`src/rtl/riot_irq_ctrl.sv`:
```
// riot_irq_ctrl: control end of the MM6532 interval timer and PA7 edge detector.
// Decodes CPU timer and edge-control accesses. Holds the timer-underflow and
// PA7-edge flags with their enables, and drives the active-low IRQ_N.
module riot_irq_ctrl #(
    parameter int SYNC_STAGES = 2
) (
    input  logic       CLK,
    input  logic       RES,
    input  logic       CS,
    input  logic       RW,
    input  logic [4:0] A,
    input  logic       PA7,
    input  logic       TIM_UF,
    output logic       TIM_WE,
    output logic [1:0] TIM_MODE,
    output logic [7:0] FLAG_OUT,
    output logic       IRQ_N
);

    logic                   tim_flag;
    logic                   pa7_flag;
    logic                   tim_ie;
    logic                   pa7_ie;
    logic                   edge_pos;
    logic [SYNC_STAGES-1:0] pa7_sync;
    logic                   pa7_prev;
    logic                   pa7_s;
    logic                   pa7_edge;
    logic                   acc_tw;
    logic                   acc_tr;
    logic                   acc_fr;
    logic                   acc_ew;

    // Decode CPU accesses; everything with A[2]=0 is RAM/port space and ignored here
    always_comb begin
        acc_tw = CS & ~RW &  A[4] & A[2];
        acc_tr = CS &  RW &  A[2] & ~A[0];
        acc_fr = CS &  RW &  A[2] &  A[0];
        acc_ew = CS & ~RW & ~A[4] & A[2];
    end

    // Timer strobe and mode go straight to the timer in the access cycle; reset masks the strobe
    always_comb begin
        TIM_WE   = acc_tw & ~RES;
        TIM_MODE = A[1:0];
    end

    // Synchronise the asynchronous PA7 pin, then keep one older sample for edge detection
    always_ff @(posedge CLK) begin
        if (RES) begin
            pa7_sync <= '0;
            pa7_prev <= 1'b0;
        end else begin
            pa7_sync <= {pa7_sync[SYNC_STAGES-2:0], PA7};
            pa7_prev <= pa7_sync[SYNC_STAGES-1];
        end
    end

    // Edge compares two synchronised samples only, so a polarity change alone cannot fire
    always_comb begin
        pa7_s    = pa7_sync[SYNC_STAGES-1];
        pa7_edge = edge_pos ? (pa7_s & ~pa7_prev) : (~pa7_s & pa7_prev);
    end

    // Flags: a set event in the same cycle as a clearing access wins, so no event is lost
    always_ff @(posedge CLK) begin
        if (RES) begin
            tim_flag <= 1'b0;
            pa7_flag <= 1'b0;
        end else begin
            tim_flag <= TIM_UF   | (tim_flag & ~(acc_tw | acc_tr));
            pa7_flag <= pa7_edge | (pa7_flag & ~acc_fr);
        end
    end

    // Interrupt enables and edge polarity are loaded from the address bits of the access
    always_ff @(posedge CLK) begin
        if (RES) begin
            tim_ie   <= 1'b0;
            pa7_ie   <= 1'b0;
            edge_pos <= 1'b0;
        end else begin
            if (acc_tw | acc_tr) begin
                tim_ie <= A[3];
            end
            if (acc_ew) begin
                edge_pos <= A[0];
                pa7_ie   <= A[1];
            end
        end
    end

    // Flag read data is always driven and the parent gates it onto the bus; IRQ follows flags and enables
    always_comb begin
        FLAG_OUT = {tim_flag, pa7_flag, 6'b000000};
        IRQ_N    = ~((tim_flag & tim_ie) | (pa7_flag & pa7_ie));
    end

endmodule

```
`config.mk`:
```
export PLATFORM = sky130hd
export DESIGN_NAME = riot_irq_ctrl
export DESIGN_NICKNAME = d
export VERILOG_FILES = /design/src/rtl/riot_irq_ctrl.sv
export SDC_FILE = /design/constraint.sdc
export NUM_CORES = 1
export LEC_CHECK = 0
export CAP_MARGIN = 20
export CORE_AREA = 2 2 39 41
export CTS_CLUSTER_SIZE = 25
export DETAILED_ROUTE_END_ITERATION = 16
export DIE_AREA = 0 0 41 43
export PLACE_DENSITY_LB_ADDON = 0.15
export SETUP_SLACK_MARGIN = 0.15
export SKIP_CTS_REPAIR_TIMING = 1
export SYNTH_ARGS = -nofsm -noshare
export SYNTH_HDL_FRONTEND = slang
export SYNTH_SLANG_ARGS = --single-unit
```
`constraint.sdc`:
```
create_clock -name CLK -period 1 [get_ports CLK]
set_input_delay 0.1 -clock CLK [delete_from_list [all_inputs] [get_ports CLK]]
set_output_delay 0.1 -clock CLK [all_outputs]
set_load 0.01 [all_outputs]
```
Word level (Yosys, flattened, before mapping). Cells that the tools add are included.

Flip-flop bits (word level): 8. Bits in latches: 0. Memory bits (writable): 0. Bits in read-only memories: 0. Bits of input ports: 11. Output and inout port bits: 12. Memories: 0.

Add/sub/neg operators: 0. Multiply operators: 0. Divide/modulo/power cells: 0. Order comparisons: 0. Equality and inequality tests: 0. Shift operators: 0. Mux-type cells: 1. Bitwise operators: 29. Reduce and logical (&&, ||, !) cells: 0.

Operator list (number): $and A1 B1 Y1 (16); $not A1 Y1 (9); $or A1 B1 Y1 (4); $mux W1 (1).

Depth between registers and ports, before layout. Gate-level depths: netlist of run 1.

Depth in word-level cells: 8. Gate-level depth with buffers: 3. Gate-level depth less buffers: 3.

Least setup slack after synthesis of run 1. Ideal clock, no wire load.

Path type: input to output. From: input RES. To: output TIM_WE. Data arrival time: 758 ps. Data required time: 900 ps. Path slack: 142 ps. Stages: 2. Path buffers: 1. Cells stage by stage: clkbuf_1 > nor4b_1.

Longest elaborated chain between the ends: 2.

RTL lines: start, declared (line 8) `input logic RES,`; $not A1 Y1 (line 44) `TIM_WE = acc_tw & ~RES;`; $and A1 B1 Y1 (line 44); end, declared (line 14) `output logic TIM_WE,`.

Every way passes these cells.

Worst setup path in the final report of run 1.
From: register tim_ie. To: output IRQ_N.

Longest elaborated chain between the ends: 3.

RTL lines: start, declared (line 22) `logic tim_ie;`; start signal, assigned (line 84) `tim_ie <= A[3];`; $and A1 B1 Y1 (line 96) `IRQ_N = ~((tim_flag & tim_ie) | (pa7_flag & pa7_ie));`; $or A1 B1 Y1 (line 96); $not A1 Y1 (line 96); end, declared (line 17) `output logic IRQ_N`.

Every way passes these cells.

==> results_dict.tcl, run 1 <==
set metrics [dict create \
    wl_microns 813 \
    cts_root_buf "clkbuf_4" \
    outcome "complete, no violations" \
    drive_above_1_share 0.406 \
    postSynth.asyncResetShare 0 \
    setup_viol 0 \
    clk_pin_slew_ps 50 \
    die_x_microns 41 \
    diodes 0 \
    syn_to_final_growth_pct 58.1 \
    dieArea_sq_um 1760 \
    crit_path_end_kind "primary output" \
    yosysSeqAreaShare 0.386 \
    synth.most_common_cell "buf_4" \
    drt-pass1-iter-count 3 \
    maxCapViolations 0 \
    antenna_found_initial 0 \
    pre_cts_slack_ps -541 \
    vdd_ir_drop_max_v 0.000519 \
    synth_area_sq_um 415 \
    hold_class "in2reg" \
    m1WireLength_microns 348 \
    synth_top_area_frac 0.386 \
    syn_inst 46 \
    cts.sinks 8 \
    wire_per_inst_microns 9.56 \
    detail-route-antenna-nets 0 \
    avgSynthCellArea_sq_um 9.03 \
    nets 82 \
    die_h_microns 43 \
    routed_via_density 4.22 \
    dp.final_hpwl_microns 616 \
    synthTopCellsByCount "buf_4, dfxtp_1, nand2b_1" \
    fillers 146 \
    yosys_warnings 0 \
    drtIter0Drc 4 \
    synth_area_leaders "dfxtp_1, buf_4, nand2b_1, mux2i_1, nor2b_1" \
    grt_max_degree 11 \
    grt_pass1_wl_microns 1120 \
    crit_required_ps 900 \
    highest_layer "met3" \
    cts_buffers 3 \
    p_per_area_nw_per_um2 1110 \
    ys.flop_type "dfxtp_1" \
    gp_congestion 0.659 \
    rsz0062_at_grt "true" \
    synth_cell_types 18 \
    ios 23 \
    grt_pass1_vias 314 \
    slew_violations 0 \
    num_rows 14 \
    synth-seq-cells 8 \
    drc 0 \
    clock.fmax_ghz 1.03 \
    cts_tree "done" \
    p_leak_nw 0.316 \
    synth_edf_count 0 \
    p_total_uw 727 \
    arrival_ps 870 \
    wl_met2_microns 388 \
    path_max_fanout 2 \
    clockBufferDepth 2 \
    fin_worst_skew_ps 0.189 \
    post-route-min-period_ps 972 \
    insertion_delay_ps 240 \
    met3_length_microns 76 \
    post-route-period-util 0.972 \
    synth_area_leader_cell "dfxtp_1" \
    layout_setup_ws_ps 27.8 \
    initial_core_util 0.300 \
    place.port_buffers 16 \
    r2r_setup_slack_ps 210 \
    htree_levels 1 \
    gr-usage-all-layers 0.0945 \
    core_area_sq_um 1380 \
    crit_type "reg2out" \
    start_kind "flip-flop" \
    finalHoldViolCount 0 \
    grt_overflow 0 \
    vias 359 \
]
-- final cells by class --
cell class | count | area (sq um) | area share
Timing Repair Buffer | 26 | 240 | 0.366
Multi-Input combinational cell | 31 | 206 | 0.314
Sequential cell | 8 | 164 | 0.250
Clock buffer | 3 | 22.5 | 0.0343
Tap cell | 16 | 20.0 | 0.0305
Inverter | 1 | 3.75 | 0.00571
-- worst paths after layout --
kind	cells after the start	to	start
worst max-delay path	2	IRQ_N	tim_ie
worst min-delay path	4	edge_pos	A[0]
worst max register to register	4	tim_flag	tim_flag
worst min register to register	2	pa7_flag	pa7_prev
-- stage by stage --
| step | hold WS [ps] | area, sq um | TNS [ps] | instances | util |
|---|---|---|---|---|---|
| finish | 258 | 657 | 0 | 85 | 0.475 |
| global route | 305 | 657 | -21.0 | 85 | 0.475 |
| CTS | 401 | 624 | -2300 | 83 | 0.451 |
| detailed placement | 440 | 602 | -2650 | 80 | 0.435 |
| global placement | 452 | 602 | -2650 | 80 | 0.435 |
| floorplan | 228 | 440 | 0 | 51 | - |
-- layer usage --
metal  up-vias  global-route usage
met5         -                   0
li1        184                   -
met2        13               0.141
met1       162               0.106
met3         0              0.0366
met4         0              0.0600
-- flip-flops by register name, indices dropped and copies added (netlist names) --
name	flops
edge_pos	1
pa7_flag	1
pa7_ie	1
pa7_prev	1
pa7_sync	2
tim_flag	1
tim_ie	1
-- power breakdown --
part	total [mW]	internal [mW]	switching, mW
clock	0.230	0.136	0.0936
combinational	0.155	0.0952	0.0598
sequential	0.343	0.334	0.00834
total	0.727	0.566	0.162
-- kinds of logic (layout without fill, tap and decap cells) --
kind of cell	Yosys count	count (layout)	share of synthesized area
multiplexers	3	3	0.0723
flip-flops	8	8	0.386
other	1	6	0.00903
AO/OA/AOI/OAI	5	5	0.0813
buffers and inverters	12	30	0.199
AND/OR/NAND/NOR	17	17	0.253
-- cells in the final DEF (no fill, tap or decap) --
cell | netlist | layout
clkdlybuf4s50_1 | 0 | 4
a21oi_2 | 1 | 1
clkbuf_2 | 0 | 1
buf_6 | 0 | 6
buf_4 | 10 | 6
dlymetal6s2s_1 | 0 | 5
nand3b_1 | 1 | 1
o21ai_2 | 0 | 1
nand2b_1 | 5 | 5
nor4b_2 | 0 | 1
dfxtp_1 | 8 | 5
a22oi_2 | 0 | 1
o22ai_1 | 1 | 1
nand2_1 | 3 | 3
and4bb_4 | 1 | 1
conb_1 | 1 | 6
a31oi_1 | 1 | 1
nor2_1 | 3 | 3
buf_2 | 0 | 4
inv_1 | 1 | 1
nor2b_1 | 3 | 3
clkbuf_4 | 0 | 3
mux2i_1 | 3 | 3
dfxtp_2 | 0 | 3
-- worst max-delay path, stage by stage (launching register included) --
cell and delay [ps]:
dfxtp_2 320, a22oi_2 160, buf_2 150
Note: power is estimated with default switching activity, not from simulation.
==> inputs of run 2 (changes only) <==
Settings changed: RECOVER_POWER set to 100.
==> run 2 against run 1 <==
Via count is 1.1% higher. Die area is the same. Critical path type unchanged. Highest routed layer unchanged. Register-to-register slack got worse by 70 ps. Largest power group unchanged.
==> results_dict.tcl, run 2 (synthesis results as in run 1) <==
set metrics [dict create \
    outcome "complete, no violations" \
    drtIter0Drc 1 \
    grt_overflow 0 \
    wl_microns 813 \
    grt_max_degree 11 \
    drive_above_1_share 0.290 \
    maxCapViolations 0 \
    p_sw_uw 160 \
    fillers 152 \
    crit_required_ps 900 \
    r2r_setup_slack_ps 140 \
    dieArea_sq_um 1760 \
    arrival_ps 870 \
    gr-usage-all-layers 0.0945 \
    rsz0062_at_grt "true" \
    die_h_microns 43 \
    path_cells "a22oi_2 -> buf_2" \
    p_total_uw 717 \
    p_per_area_nw_per_um2 1140 \
    detail-route-antenna-nets 0 \
    cts_tree "done" \
    power_switching_share 0.223 \
    pre_cts_slack_ps -541 \
    slew_violations 0 \
    path_max_fanout 2 \
    clock.fmax_ghz 1.03 \
    dpl-instance-area_sq_um 602 \
    nets 82 \
    power_frac_clock 0.320 \
    die_x_microns 41 \
    htree_levels 1 \
    hold_class "in2reg" \
    worst_path_largest_cell_delay_ps 320 \
    fin_worst_skew_ps 0.207 \
    gp_congestion 0.659 \
    wire_per_inst_microns 9.56 \
    finalHoldViolCount 0 \
    dp.final_hpwl_microns 616 \
    cts.sinks 8 \
    crit_path_end_kind "primary output" \
    ios 23 \
    initial_core_util 0.300 \
    cts_buffers 3 \
    layout_commonest_cell "dfxtp_1" \
    p_leak_nw 0.297 \
    critical_path.slowest_cell "dfxtp_2" \
    vias 363 \
    antenna_found_initial 0 \
    grt_pass1_wl_microns 1120 \
    post-route-min-period_ps 973 \
    pwr-share-comb 0.204 \
    grt_pass1_vias 314 \
    whs_path_depth 4 \
    core_area_sq_um 1380 \
    syn_to_final_growth_pct 52.1 \
    drt-pass1-iter-count 4 \
    place.port_buffers 16 \
    diodes 0 \
    drc 0 \
    fin_cells 85 \
    routed_via_density 4.27 \
    post-route-period-util 0.973 \
    layout_common_cells "dfxtp_1, conb_1, buf_4" \
    insertion_delay_ps 240 \
    reg2regPathDepth 4 \
    dpl.cell_count 80 \
    num_rows 14 \
    regMostFlops "pa7_sync" \
    clockBufferDepth 2 \
    design_area_sq_um 632 \
    crit_type "reg2out" \
    start_kind "flip-flop" \
    p_seq_frac 0.476 \
    setup_viol 0 \
    internal-power_uw 557 \
    vdd_ir_drop_max_v 0.000491 \
    cts_root_buf "clkbuf_4" \
    clk_pin_slew_ps 50 \
    holdWs_ps 267 \
    largest_reg_flops 2 \
    layout_setup_ws_ps 27.5 \
]
[run 2: changes by cell type in the layout (fill, tap and decap cells not counted)]
| cell | before | now |
|---|---|---|
| buf_6 | 6 | 4 |
| a21oi_1 | 0 | 1 |
| dfxtp_1 | 5 | 7 |
| dfxtp_2 | 3 | 1 |
| a21oi_2 | 1 | 0 |
| buf_2 | 4 | 1 |
| dlymetal6s2s_1 | 5 | 4 |
| clkbuf_1 | 0 | 5 |
| dlygate4sd3_1 | 0 | 1 |
| clkdlybuf4s50_1 | 4 | 3 |
| dlymetal6s4s_1 | 0 | 1 |
[run 2: worst max-delay path, delay by kind of cell (launching register included)]
| family | cells | cell delay, ps |
|---|---|---|
| compound gates | 1 | 160 |
| buf+inv | 1 | 150 |
| flops | 1 | 320 |
[run 2: final cells by class]
| class | instances | area (sq um) | area share |
|---|---|---|---|
| inverter | 1 | 3.75 | 0.00594 |
| tap | 16 | 20.0 | 0.0317 |
| multi-input combinational | 31 | 203 | 0.321 |
| clock buffer | 3 | 22.5 | 0.0356 |
| timing repair buffer | 26 | 221 | 0.350 |
| sequential | 8 | 161 | 0.255 |
[run 2: layer usage]
layer / share of wire / routed length, microns / GRT usage
met4: 0 / 0 / 0.0600
met1: 0.43 / 351 / 0.106
met2: 0.47 / 383 / 0.141
met5: 0 / 0 / 0
met3: 0.096 / 78 / 0.0366
[run 2: power groups by stage]
stage	logic (mW)	clock network (mW)	registers, mW
3_3_place_gp	0.149	0	0.345
3_5_place_dp	0.149	0	0.345
4_1_cts	0.150	0.243	0.339
5_1_grt	0.160	0.262	0.342
2_1_floorplan	0.0826	0	0.345
6_report	0.146	0.230	0.341
[run 2: per-stage QoR]
step	util	setup TNS [ps]
2_1_floorplan	-	0
3_3_place_gp	0.435	-2650
3_5_place_dp	0.435	-2650
4_1_cts	0.451	-2300
5_1_grt	0.457	-36.1
6_report	0.457	0
[run 2: final timing paths]
path | end | startpoint
setup reg to reg | pa7_flag | pa7_flag
setup / recovery | IRQ_N | tim_ie
hold / removal | edge_pos | A[0]
hold reg to reg | pa7_sync[1] | pa7_sync[0]
